==> src/rtl/rtc_timekeeper_if.sv <==
// rtl/rtc_timekeeper_if.sv - control, edit, alarm and status bundle for rtc_timekeeper
interface rtc_timekeeper_if;
  logic       start, stop, edit;
  logic [5:0] e_sec, e_minute;
  logic [4:0] e_hour;
  logic       e_pm;
  logic       al_set;
  logic [4:0] al_hour;
  logic [5:0] al_minute;
  logic       al_pm, al_arm, al_ack, snooze;
  logic [5:0] second, minute;
  logic [4:0] hour;
  logic       pm, sec_tick, edit_err, alarm;
  logic       idle_mode, run_mode, edit_mode, stop_mode;

  modport master (
    output start, stop, edit, e_sec, e_minute, e_hour, e_pm,
    output al_set, al_hour, al_minute, al_pm, al_arm, al_ack, snooze,
    input  second, minute, hour, pm, sec_tick, edit_err, alarm,
    input  idle_mode, run_mode, edit_mode, stop_mode
  );

  modport slave (
    input  start, stop, edit, e_sec, e_minute, e_hour, e_pm,
    input  al_set, al_hour, al_minute, al_pm, al_arm, al_ack, snooze,
    output second, minute, hour, pm, sec_tick, edit_err, alarm,
    output idle_mode, run_mode, edit_mode, stop_mode
  );
endinterface

==> src/rtl/rtc_timekeeper.sv <==
// rtl/rtc_timekeeper.sv - h:m:s timekeeper, 24h/12h modes; optional alarm/snooze under ALARM_EN
module rtc_timekeeper #(
  parameter int CLK_FRQ    = 100000000,
  parameter int HOUR_MODE  = 0,
  parameter int SNOOZE_MIN = 5
) (
  input logic             clk,
  input logic             rst,
  rtc_timekeeper_if.slave bus
);
  localparam int         PW       = $clog2(CLK_FRQ);
  localparam logic [4:0] HOUR_RST = (HOUR_MODE != 0) ? 5'd12 : 5'd0;

  typedef enum logic [1:0] {IDLE, RUN, EDIT, STOP} state_t;

  state_t        state, state_nx;
  logic [PW-1:0] pres;
  logic          tick, edit_ok, edit_pm, edit_bad, al_bad;
  logic [5:0]    n_sec, n_min;
  logic [4:0]    n_hour;
  logic          n_pm;

  function automatic logic hour_ok(input logic [4:0] h);
    if (HOUR_MODE != 0) return (h >= 5'd1) && (h <= 5'd12);
    return h <= 5'd23;
  endfunction

  // Hour after a minute rollover, returned as {pm, hour}; 12h flips pm on 11 -> 12.
  function automatic logic [5:0] hour_inc(input logic [4:0] h, input logic p);
    if (HOUR_MODE != 0) begin
      if (h == 5'd12) return {p, 5'd1};
      if (h == 5'd11) return {~p, 5'd12};
      return {p, h + 5'd1};
    end
    if (h == 5'd23) return 6'd0;
    return {(h + 5'd1) >= 5'd12, h + 5'd1};
  endfunction

  always_comb begin
    n_sec  = bus.second + 6'd1;
    n_min  = bus.minute;
    n_hour = bus.hour;
    n_pm   = bus.pm;
    if (bus.second == 6'd59) begin
      n_sec = 6'd0;
      n_min = bus.minute + 6'd1;
      if (bus.minute == 6'd59) begin
        n_min          = 6'd0;
        {n_pm, n_hour} = hour_inc(bus.hour, bus.pm);
      end
    end
  end

  assign tick     = (state == RUN) && !bus.stop && !bus.edit && (pres == PW'(CLK_FRQ - 1));
  assign edit_ok  = (bus.e_sec <= 6'd59) && (bus.e_minute <= 6'd59) && hour_ok(bus.e_hour);
  assign edit_pm  = (HOUR_MODE != 0) ? bus.e_pm : (bus.e_hour >= 5'd12);
  assign edit_bad = (state == EDIT) && !edit_ok;

  always_comb begin
    state_nx = state;
    case (state)
      IDLE: if (bus.start) state_nx = RUN;
            else if (bus.edit) state_nx = EDIT;
      RUN:  if (bus.stop) state_nx = STOP;
            else if (bus.edit) state_nx = EDIT;
      EDIT: if (bus.start) state_nx = RUN;
            else if (bus.stop) state_nx = STOP;
            else if (!bus.edit) state_nx = IDLE;
      STOP: if (bus.start) state_nx = RUN;
            else if (bus.edit) state_nx = EDIT;
      default: state_nx = IDLE;
    endcase
  end

  always_ff @(posedge clk) begin
    if (rst) begin
      state         <= IDLE;
      pres          <= '0;
      bus.second    <= 6'd0;
      bus.minute    <= 6'd0;
      bus.hour      <= HOUR_RST;
      bus.pm        <= 1'b0;
      bus.sec_tick  <= 1'b0;
      bus.edit_err  <= 1'b0;
      bus.idle_mode <= 1'b1;
      bus.run_mode  <= 1'b0;
      bus.edit_mode <= 1'b0;
      bus.stop_mode <= 1'b0;
    end else begin
      state         <= state_nx;
      bus.idle_mode <= (state_nx == IDLE);
      bus.run_mode  <= (state_nx == RUN);
      bus.edit_mode <= (state_nx == EDIT);
      bus.stop_mode <= (state_nx == STOP);
      bus.sec_tick  <= tick;
      bus.edit_err  <= edit_bad | al_bad;
      case (state)
        IDLE: pres <= '0;
        RUN: begin
          if (!bus.stop && !bus.edit) begin
            pres <= tick ? '0 : pres + PW'(1);
            if (tick) begin
              bus.second <= n_sec;
              bus.minute <= n_min;
              bus.hour   <= n_hour;
              bus.pm     <= n_pm;
            end
          end
        end
        EDIT: begin
          pres <= '0;
          if (edit_ok) begin
            bus.second <= bus.e_sec;
            bus.minute <= bus.e_minute;
            bus.hour   <= bus.e_hour;
            bus.pm     <= edit_pm;
          end
        end
        default: ;  // STOP holds the sub-second phase
      endcase
    end
  end

`ifdef ALARM_EN
  logic [4:0] al_h, snz_h, sh;
  logic [5:0] al_m, snz_m, sm;
  logic       al_p, snz_p, sp, snz_act, al_ok, match_al, match_sz;
  logic [6:0] snz_sum, snz_sub;

  assign al_ok  = (bus.al_minute <= 6'd59) && hour_ok(bus.al_hour);
  assign al_bad = bus.al_set && !al_ok;

  // Snooze target is taken from the displayed time, carrying into hour/pm.
  always_comb begin
    snz_sum = {1'b0, bus.minute} + 7'(SNOOZE_MIN);
    snz_sub = snz_sum - 7'd60;
    sm      = snz_sum[5:0];
    sh      = bus.hour;
    sp      = bus.pm;
    if (snz_sum >= 7'd60) begin
      sm       = snz_sub[5:0];
      {sp, sh} = hour_inc(bus.hour, bus.pm);
    end
  end

  assign match_al = tick && bus.al_arm && (n_sec == 6'd0) && (n_min == al_m) &&
                    (n_hour == al_h) && ((HOUR_MODE == 0) || (n_pm == al_p));
  assign match_sz = tick && bus.al_arm && snz_act && (n_sec == 6'd0) && (n_min == snz_m) &&
                    (n_hour == snz_h) && ((HOUR_MODE == 0) || (n_pm == snz_p));

  always_ff @(posedge clk) begin
    if (rst) begin
      al_h      <= 5'd0;
      al_m      <= 6'd0;
      al_p      <= 1'b0;
      snz_h     <= 5'd0;
      snz_m     <= 6'd0;
      snz_p     <= 1'b0;
      snz_act   <= 1'b0;
      bus.alarm <= 1'b0;
    end else begin
      if (bus.al_set && al_ok) begin
        al_h <= bus.al_hour;
        al_m <= bus.al_minute;
        al_p <= bus.al_pm;
      end
      if (match_al || match_sz) begin
        bus.alarm <= 1'b1;
      end else if (bus.snooze && bus.alarm) begin
        bus.alarm <= 1'b0;
        snz_act   <= 1'b1;
        snz_h     <= sh;
        snz_m     <= sm;
        snz_p     <= sp;
      end else if (bus.al_ack) begin
        bus.alarm <= 1'b0;
      end
      if (match_sz) snz_act <= 1'b0;
      if (!bus.al_arm || (bus.al_set && al_ok)) snz_act <= 1'b0;
    end
  end
`else
  assign al_bad    = 1'b0;
  assign bus.alarm = 1'b0;
  wire unused_alarm_inputs = &{1'b0, bus.al_set, bus.al_hour, bus.al_minute, bus.al_pm,
                               bus.al_arm, bus.al_ack, bus.snooze};
`endif
endmodule

==> src/flat_wrapper.sv <==
// flat-port wrapper written by rule: the top's interface ports become plain ports
module rtc_timekeeper_flat 
#(
  parameter int CLK_FRQ    = 100000000,
  parameter int HOUR_MODE  = 0,
  parameter int SNOOZE_MIN = 5
)
  (clk, rst, bus_start, bus_stop, bus_edit, bus_e_sec, bus_e_minute, bus_e_hour, bus_e_pm, bus_al_set, bus_al_hour, bus_al_minute, bus_al_pm, bus_al_arm, bus_al_ack, bus_snooze, bus_second, bus_minute, bus_hour, bus_pm, bus_sec_tick, bus_edit_err, bus_alarm, bus_idle_mode, bus_run_mode, bus_edit_mode, bus_stop_mode);
  rtc_timekeeper_if bus_i ();
  input logic clk;
  input logic rst;
  input wire logic [$bits(bus_i.start)-1:0] bus_start;
  input wire logic [$bits(bus_i.stop)-1:0] bus_stop;
  input wire logic [$bits(bus_i.edit)-1:0] bus_edit;
  input wire logic [$bits(bus_i.e_sec)-1:0] bus_e_sec;
  input wire logic [$bits(bus_i.e_minute)-1:0] bus_e_minute;
  input wire logic [$bits(bus_i.e_hour)-1:0] bus_e_hour;
  input wire logic [$bits(bus_i.e_pm)-1:0] bus_e_pm;
  input wire logic [$bits(bus_i.al_set)-1:0] bus_al_set;
  input wire logic [$bits(bus_i.al_hour)-1:0] bus_al_hour;
  input wire logic [$bits(bus_i.al_minute)-1:0] bus_al_minute;
  input wire logic [$bits(bus_i.al_pm)-1:0] bus_al_pm;
  input wire logic [$bits(bus_i.al_arm)-1:0] bus_al_arm;
  input wire logic [$bits(bus_i.al_ack)-1:0] bus_al_ack;
  input wire logic [$bits(bus_i.snooze)-1:0] bus_snooze;
  output wire logic [$bits(bus_i.second)-1:0] bus_second;
  output wire logic [$bits(bus_i.minute)-1:0] bus_minute;
  output wire logic [$bits(bus_i.hour)-1:0] bus_hour;
  output wire logic [$bits(bus_i.pm)-1:0] bus_pm;
  output wire logic [$bits(bus_i.sec_tick)-1:0] bus_sec_tick;
  output wire logic [$bits(bus_i.edit_err)-1:0] bus_edit_err;
  output wire logic [$bits(bus_i.alarm)-1:0] bus_alarm;
  output wire logic [$bits(bus_i.idle_mode)-1:0] bus_idle_mode;
  output wire logic [$bits(bus_i.run_mode)-1:0] bus_run_mode;
  output wire logic [$bits(bus_i.edit_mode)-1:0] bus_edit_mode;
  output wire logic [$bits(bus_i.stop_mode)-1:0] bus_stop_mode;
  assign bus_i.start = bus_start;
  assign bus_i.stop = bus_stop;
  assign bus_i.edit = bus_edit;
  assign bus_i.e_sec = bus_e_sec;
  assign bus_i.e_minute = bus_e_minute;
  assign bus_i.e_hour = bus_e_hour;
  assign bus_i.e_pm = bus_e_pm;
  assign bus_i.al_set = bus_al_set;
  assign bus_i.al_hour = bus_al_hour;
  assign bus_i.al_minute = bus_al_minute;
  assign bus_i.al_pm = bus_al_pm;
  assign bus_i.al_arm = bus_al_arm;
  assign bus_i.al_ack = bus_al_ack;
  assign bus_i.snooze = bus_snooze;
  assign bus_second = bus_i.second;
  assign bus_minute = bus_i.minute;
  assign bus_hour = bus_i.hour;
  assign bus_pm = bus_i.pm;
  assign bus_sec_tick = bus_i.sec_tick;
  assign bus_edit_err = bus_i.edit_err;
  assign bus_alarm = bus_i.alarm;
  assign bus_idle_mode = bus_i.idle_mode;
  assign bus_run_mode = bus_i.run_mode;
  assign bus_edit_mode = bus_i.edit_mode;
  assign bus_stop_mode = bus_i.stop_mode;
  rtc_timekeeper #(.CLK_FRQ(CLK_FRQ), .HOUR_MODE(HOUR_MODE), .SNOOZE_MIN(SNOOZE_MIN)) u_core (.clk(clk), .rst(rst), .bus(bus_i));
endmodule
==> config.mk <==
export PLATFORM = sky130hd
export DESIGN_NAME = rtc_timekeeper_flat
export DESIGN_NICKNAME = d
export VERILOG_FILES = /design/src/rtl/rtc_timekeeper_if.sv /design/src/rtl/rtc_timekeeper.sv /design/src/flat_wrapper.sv
export SDC_FILE = /design/constraint.sdc
export NUM_CORES = 1
export LEC_CHECK = 0
export ABC_CLOCK_PERIOD_IN_PS = 3400
export CAP_MARGIN = 10
export CORE_MARGIN = 2
export CORE_UTILIZATION = 53
export CTS_BUF_LIST = sky130_fd_sc_hd__clkbuf_8
export DETAILED_ROUTE_END_ITERATION = 7
export GPL_TIMING_DRIVEN = 0
export PLACE_DENSITY = 0.9
export REMOVE_ABC_BUFFERS = 1
export SYNTH_ARGS = -nofsm -noshare
export SYNTH_HDL_FRONTEND = slang
export SYNTH_SLANG_ARGS = --single-unit
==> constraint.sdc <==
create_clock -name clk -period 3.4 [get_ports clk]
set_clock_uncertainty 0.2 [all_clocks]
set_input_delay 0.34 -clock clk [delete_from_list [all_inputs] [get_ports clk]]
set_output_delay 0.34 -clock clk [all_outputs]
set_load 0.02 [all_outputs]
======== Yosys cells after proc, flatten, opt, wreduce, memory -nomap -nowiden ========
Cells that the tools add are included.
operators by class
  $add $sub $neg .......................... 4
  $lt $le $gt $ge ......................... 5
  equal/unequal tests ..................... 15
  muxes and demuxes ....................... 38
  reductions and logical operators ........ 20
operators with widths
  operator                                                                number
  6-bit 2-to-1 mux                                                        11
  27-bit 2-to-1 mux                                                       2
  27-bit one-hot mux with 2 select lines                                  1
  27-bit by 1-bit adder with 27-bit output (second input constant)        1
  27-bit == test (second input constant)                                  1
  5-bit 2-to-1 mux                                                        5
  6-bit one-hot mux with 2 select lines                                   2
  6-bit by 1-bit adder with 6-bit output (second input constant)          2
  6-bit == test (second input constant)                                   2
  6-bit <= comparator (second input constant)                             2
  2-bit 2-to-1 mux                                                        6
  5-bit by 4-bit >= comparator with 1-bit output (second input constant)  2
  5-bit one-hot mux with 2 select lines                                   1
  2-bit == test (second input constant)                                   4
  1-bit 2-to-1 mux                                                        8
  2-bit by 1-bit != test with 1-bit output (second input constant)        4
  1-bit logical AND                                                       7
  2-bit one-hot mux with 3 select lines                                   1
  6-bit AND reduction                                                     1
  5-bit by 1-bit adder with 5-bit output (second input constant)          1
  5-bit == test (second input constant)                                   1
  5-bit <= comparator (second input constant)                             1
  5-bit AND reduction                                                     1
  2-bit by 1-bit == test with 1-bit output (second input constant)        2
  other kinds (8)                                                         13
word-level totals
  register bits ........................... 53
  input port bits ......................... 39
  output and inout port bits .............. 25

======== Longest topological paths before layout ========
  depth in word-level cells ............... 10
  mapped depth ............................ 10
  mapped depth without buffers ............ 8

======== Least setup slack after synthesis ========
OpenSTA, ideal clock, no wires.
  path type ............................... register -> register
  start ................................... register u_core.state[1]
  end ..................................... register u_core.bus.hour[4]
  arrival ................................. 2,336 ps
  data required time ...................... 3,129 ps
  path slack .............................. 793 ps
  cell stages (with the launch flop) ...... 11
  cells stage by stage .................... dfxtp_1 -> inv_1 -> ha_1 -> buf_4 -> nor4bb_1 -> nand4_1 -> or4_4 -> o21a_1 -> buf_6 -> or3_1 -> a21oi_1
on the way
  longest elaborated chain between the ends .. 6
ends and longest elaborated chain
  element                                             RTL line                                    source
  from (decl)                                         rtc_timekeeper.sv:16                        state_t state, state_nx;
  from (signal assigned)                              rtc_timekeeper.sv:90                        state <= state_nx;
  2-bit by 1-bit == test with 1-bit output            rtc_timekeeper.sv:54, rtc_timekeeper.sv:97
  1-bit logical AND (3 in series)                     rtc_timekeeper.sv:54                        assign tick = (state == RUN) && !bus.stop && !bus.edit && (pres == PW'(CLK_FRQ - 1));
  2-bit by 1-bit != test with 1-bit output (no line)  n/a
  6-bit AND reduction (no line)                       n/a
  to (signal assigned)                                rtc_timekeeper.sv:105                       bus.hour <= n_hour;
  to (signal assigned)                                rtc_timekeeper.sv:115                       bus.hour <= bus.e_hour;
  to (decl)                                           rtc_timekeeper_if.sv:26                     output second, minute, hour, pm, sec_tick, edit_err, alarm,
Parallel ways exist; a longest one is shown, timed or not.
A chain may end at the register's enable or synchronous reset.

======== Worst setup path after layout ========
  start ................................... register u_core.state[1]
  end ..................................... register u_core.pres[9]
on the way
  longest elaborated chain between the ends .. 7
ends and longest elaborated chain
  element                                   RTL line                                    source
  2-bit by 1-bit == test with 1-bit output  rtc_timekeeper.sv:54, rtc_timekeeper.sv:97
  1-bit logical AND (3 in series)           rtc_timekeeper.sv:54
  27-bit 2-to-1 mux                         rtc_timekeeper.sv:101                       pres <= tick ? '0 : pres + PW'(1);
  27-bit 2-to-1 mux                         rtc_timekeeper.sv:100                       if (!bus.stop && !bus.edit) begin
  27-bit one-hot mux with 2 select lines    rtc_timekeeper.sv:97                        case (state)
  to (signal assigned)                      rtc_timekeeper.sv:101
  to (decl)                                 rtc_timekeeper.sv:17                        logic [PW-1:0] pres;
Parallel ways exist; a longest one is shown, timed or not. The select of a mux whose other input is x is not followed.

==> results.md <==
- ANT cells: 0
- Core Region: 5473 sq um
- Post-DP HPWL: 4808 microns
- Dpl ws: 0.07868 ns
- Layout Nets: 465
- Mapped Area: 2979 sq um
- Static leakage: 1.229 nW
- WL met3: 371 microns
- Top Layer Used: met4
- H-tree depth: 2
- Mux contribution to synthesized area: 3.360%
- Hold Buf Count CTS: 0
- Adder-Cell Fraction of Synth Area: 3.780%
- Max-cap violations: 0
- GRT Overall Usage: 22.33%
- Warnings, synthesis: 0
- Synth Area in Compound Gates: 16.93%
- Synth Area in XOR/XNOR: 7.056%
- Synth Area in Simple Gates: 29.36%
- Final setup vio count: 0
- Mapped Cells: 381
- Area after DPL: 3460 sq um
- FP Rows: 27
- Die width: 78.98 microns
- Clock-pin slew on the worst setup and hold paths: 0.09 ns
- Detailed Route Iter0 Violations: 223
- DRT met1 WL: 2996 microns
- Final min period: 3.119 ns
- PortBufs: 45
- Number of flops mapped to enable cells by yosys: 0
- TritonCTS clock tree: built
- Slew Viols, Final: 0
- Fin cells: 490
- Critical Path AT: 3.09 ns
- Worst Setup End Kind: register
- Gr ovfl total: 0
- Worst path required time: 3.37 ns
- Via/cell ratio: 5.912
- Wire per inst: 13.92 microns
- Ys async rst share: 0%
- # clock sinks: 53
- Utilization after layout: 65.20%
- Final ANT Viol Nets: 0
- Total Wirelength: 6821 microns
- Max Buffers Root-to-Sink: 2
- Initial core utilization: 54.44%
- Worst setup SP type: register
- Clk_lat worst skew: 0.30 ns
- First-pass GRT wire length: 11450 microns
- Max_slew headroom: 39.10%
- Post-synthesis sequential area ratio: 35.62%
- Worst Max-Slew Pin Slew: 0.9106 ns
- Status: finished, final reports clean
- DRC: 0
- Largest net degree at the start of global routing: 31
- Final WS setup: 0.2811 ns
- Worst vdd ir: 0.0003039 V
- Highest clock rate: 0.3206 GHz
- Initial antenna violation count: 0
- I/O pins: 64
- PD cells: 528.2 nW/um^2
- Layout area overhead: 19.78%
- Synth Register Bits: 53
- Vias in the first global route: 2612
- CP Max Fanout: 24
- Largest family of logic cells by synthesized area: simple AND/OR/NAND/NOR gates
- Critical path type: register to register
- Worst Setup SP: u_core.state[1]
- RSZ-0062 raised after global routing: no
- Worst R2R Start: u_core.state[1]
- Met2 WL post-DR: 3326 microns
- Vias: 2897
- Cell count after placement: 482
- RePlAce Congestion: 0.8858
- Clock root buffer master: clkbuf_8
- Final Hold Viols: 0
- Die Area: 6237 sq um
- CTS Buf Count: 5
- Die Span Y: 78.98 microns
- First-pass iteration count of the detailed router: 5
- Final period util: 91.73%
- Worst Hold Slack: 0.2984 ns
- Total power: 1.885 mW
- Yosys cell types: 51
- Post-route cell area: 3568 sq um
- Class of the worst hold path: register to register
- Layout cell share with drive strength beyond 1: 3.828%
- Min-delay src: u_core.pres[7]
- Setup TNS: 0 ns
- Avg Synthesized Cell Area: 7.819 sq um
- Ys flop type: dfxtp_1
repair_timing:
action / in CTS / in global routing
endpoints found under the setup margin: 0 / 25
buffers inserted: 0 / 0
resized for setup: 0 / 2
registers in the layout, indices dropped and copies added (netlist names):
register	cells
u_core.bus.edit_mode	1
u_core.bus.sec_tick	1
u_core.state	2
u_core.bus.idle_mode	1
u_core.bus.second	6
u_core.bus.stop_mode	1
u_core.bus.minute	6
u_core.bus.edit_err	1
u_core.bus.hour	5
u_core.pres	27
u_core.bus.run_mode	1
u_core.bus.pm	1
power breakdown:
part,leakage [nW],internal [mW],switching [mW]
registers,0.429,0.685,0.0725
clock network,0.0512,0.165,0.204
logic,0.749,0.302,0.457
total,1.23,1.15,0.733
worst paths after layout:
check | end | slack (ns) | cells after the start
setup / recovery | u_core.pres[9] | 0.28 | 8
hold reg to reg | u_core.pres[7] | 0.30 | 2
setup reg to reg | u_core.pres[9] | 0.28 | 8
hold / removal | u_core.pres[7] | 0.30 | 2
critical path, stage by stage (launching register included):
cell and delay [ns]:
dfxtp_1 0.35, inv_1 0.13, ha_1 0.38, nor4bb_1 0.41
nand4_1 0.17, nor3_1 0.40, nor2_1 0.26, o21ai_4 0.56
nor2_1 0.12
final cells by class:
class                           instances  area, sq um
Inverter                                9        33.78
Clock inverter                          2        13.76
Multi-Input combinational cell        302         1822
Timing Repair Buffer                   46        465.4
Sequential cell                        53         1061
Fill cell                             462         1904
Tap cell                               72        90.09
Clock buffer                            6        82.58
cell families (layout without fill, tap and decap cells):
logic type,Yosys count,after routing
AOI/OAI and AO/OA,79,79
buffers and inverters,26,63
adders and majority gates,9,9
and+or+nand+nor,179,179
muxes,10,10
DFF,53,53
other,1,1
xor gates and xnor gates,24,24
synthesized netlist by cell type (4+ instances only):
cell,instances,area [sq um]
nand4_1,13,81.33
dfxtp_1,53,1061
o21bai_1,4,30.03
or3_1,4,25.02
nor2_1,57,214.0
o31ai_1,4,30.03
clkbuf_1,13,48.80
xor2_1,8,70.07
a21oi_1,26,130.1
nand2_1,40,150.1
inv_1,9,33.78
nor4_1,6,37.54
o21ai_0,12,60.06
mux2i_1,10,100.1
o21ai_1,5,25.02
and3_1,8,50.05
o211ai_1,5,37.54
nand3_1,20,100.1
xnor2_1,16,140.1
ha_1,9,112.6
nor3_1,12,60.06
layer usage:
layer / up-vias / track usage [%]
li1: 1434 / -
met1: 1338 / 28.19
met2: 101 / 38.64
met3: 24 / 3.750
met4: 0 / 7.414
met5: - / 0
cells in the final DEF (no fill, tap or decap), drive strengths merged, types with 2 or more instances in the layout:
master         synthesis  layout
mux2i                 10      10
o211ai                 5       5
a211oi                 2       2
o311a                  3       3
a21oi                 27      27
inv                    9       9
a22oi                  2       2
and2                   2       2
clkinv                 0       2
nor3b                  3       3
xnor2                 16      16
nor2                  57      57
o21bai                 4       4
o21a                   3       3
and3                   8       8
o21ai                 17      17
nand2                 40      40
nor4bb                 2       2
or4                    4       4
o31ai                  4       4
a31oi                  2       2
clkdlybuf4s50          0      45
xor2                   8       8
ha                     9       9
and4                   3       3
dfxtp                 53      53
clkbuf                13       6
nor4                   6       6
nor3                  12      12
nand4                 13      13
nand3                 20      20
a21o                   2       2
or3                    4       4
Note: power is estimated with default switching activity, not from simulation.
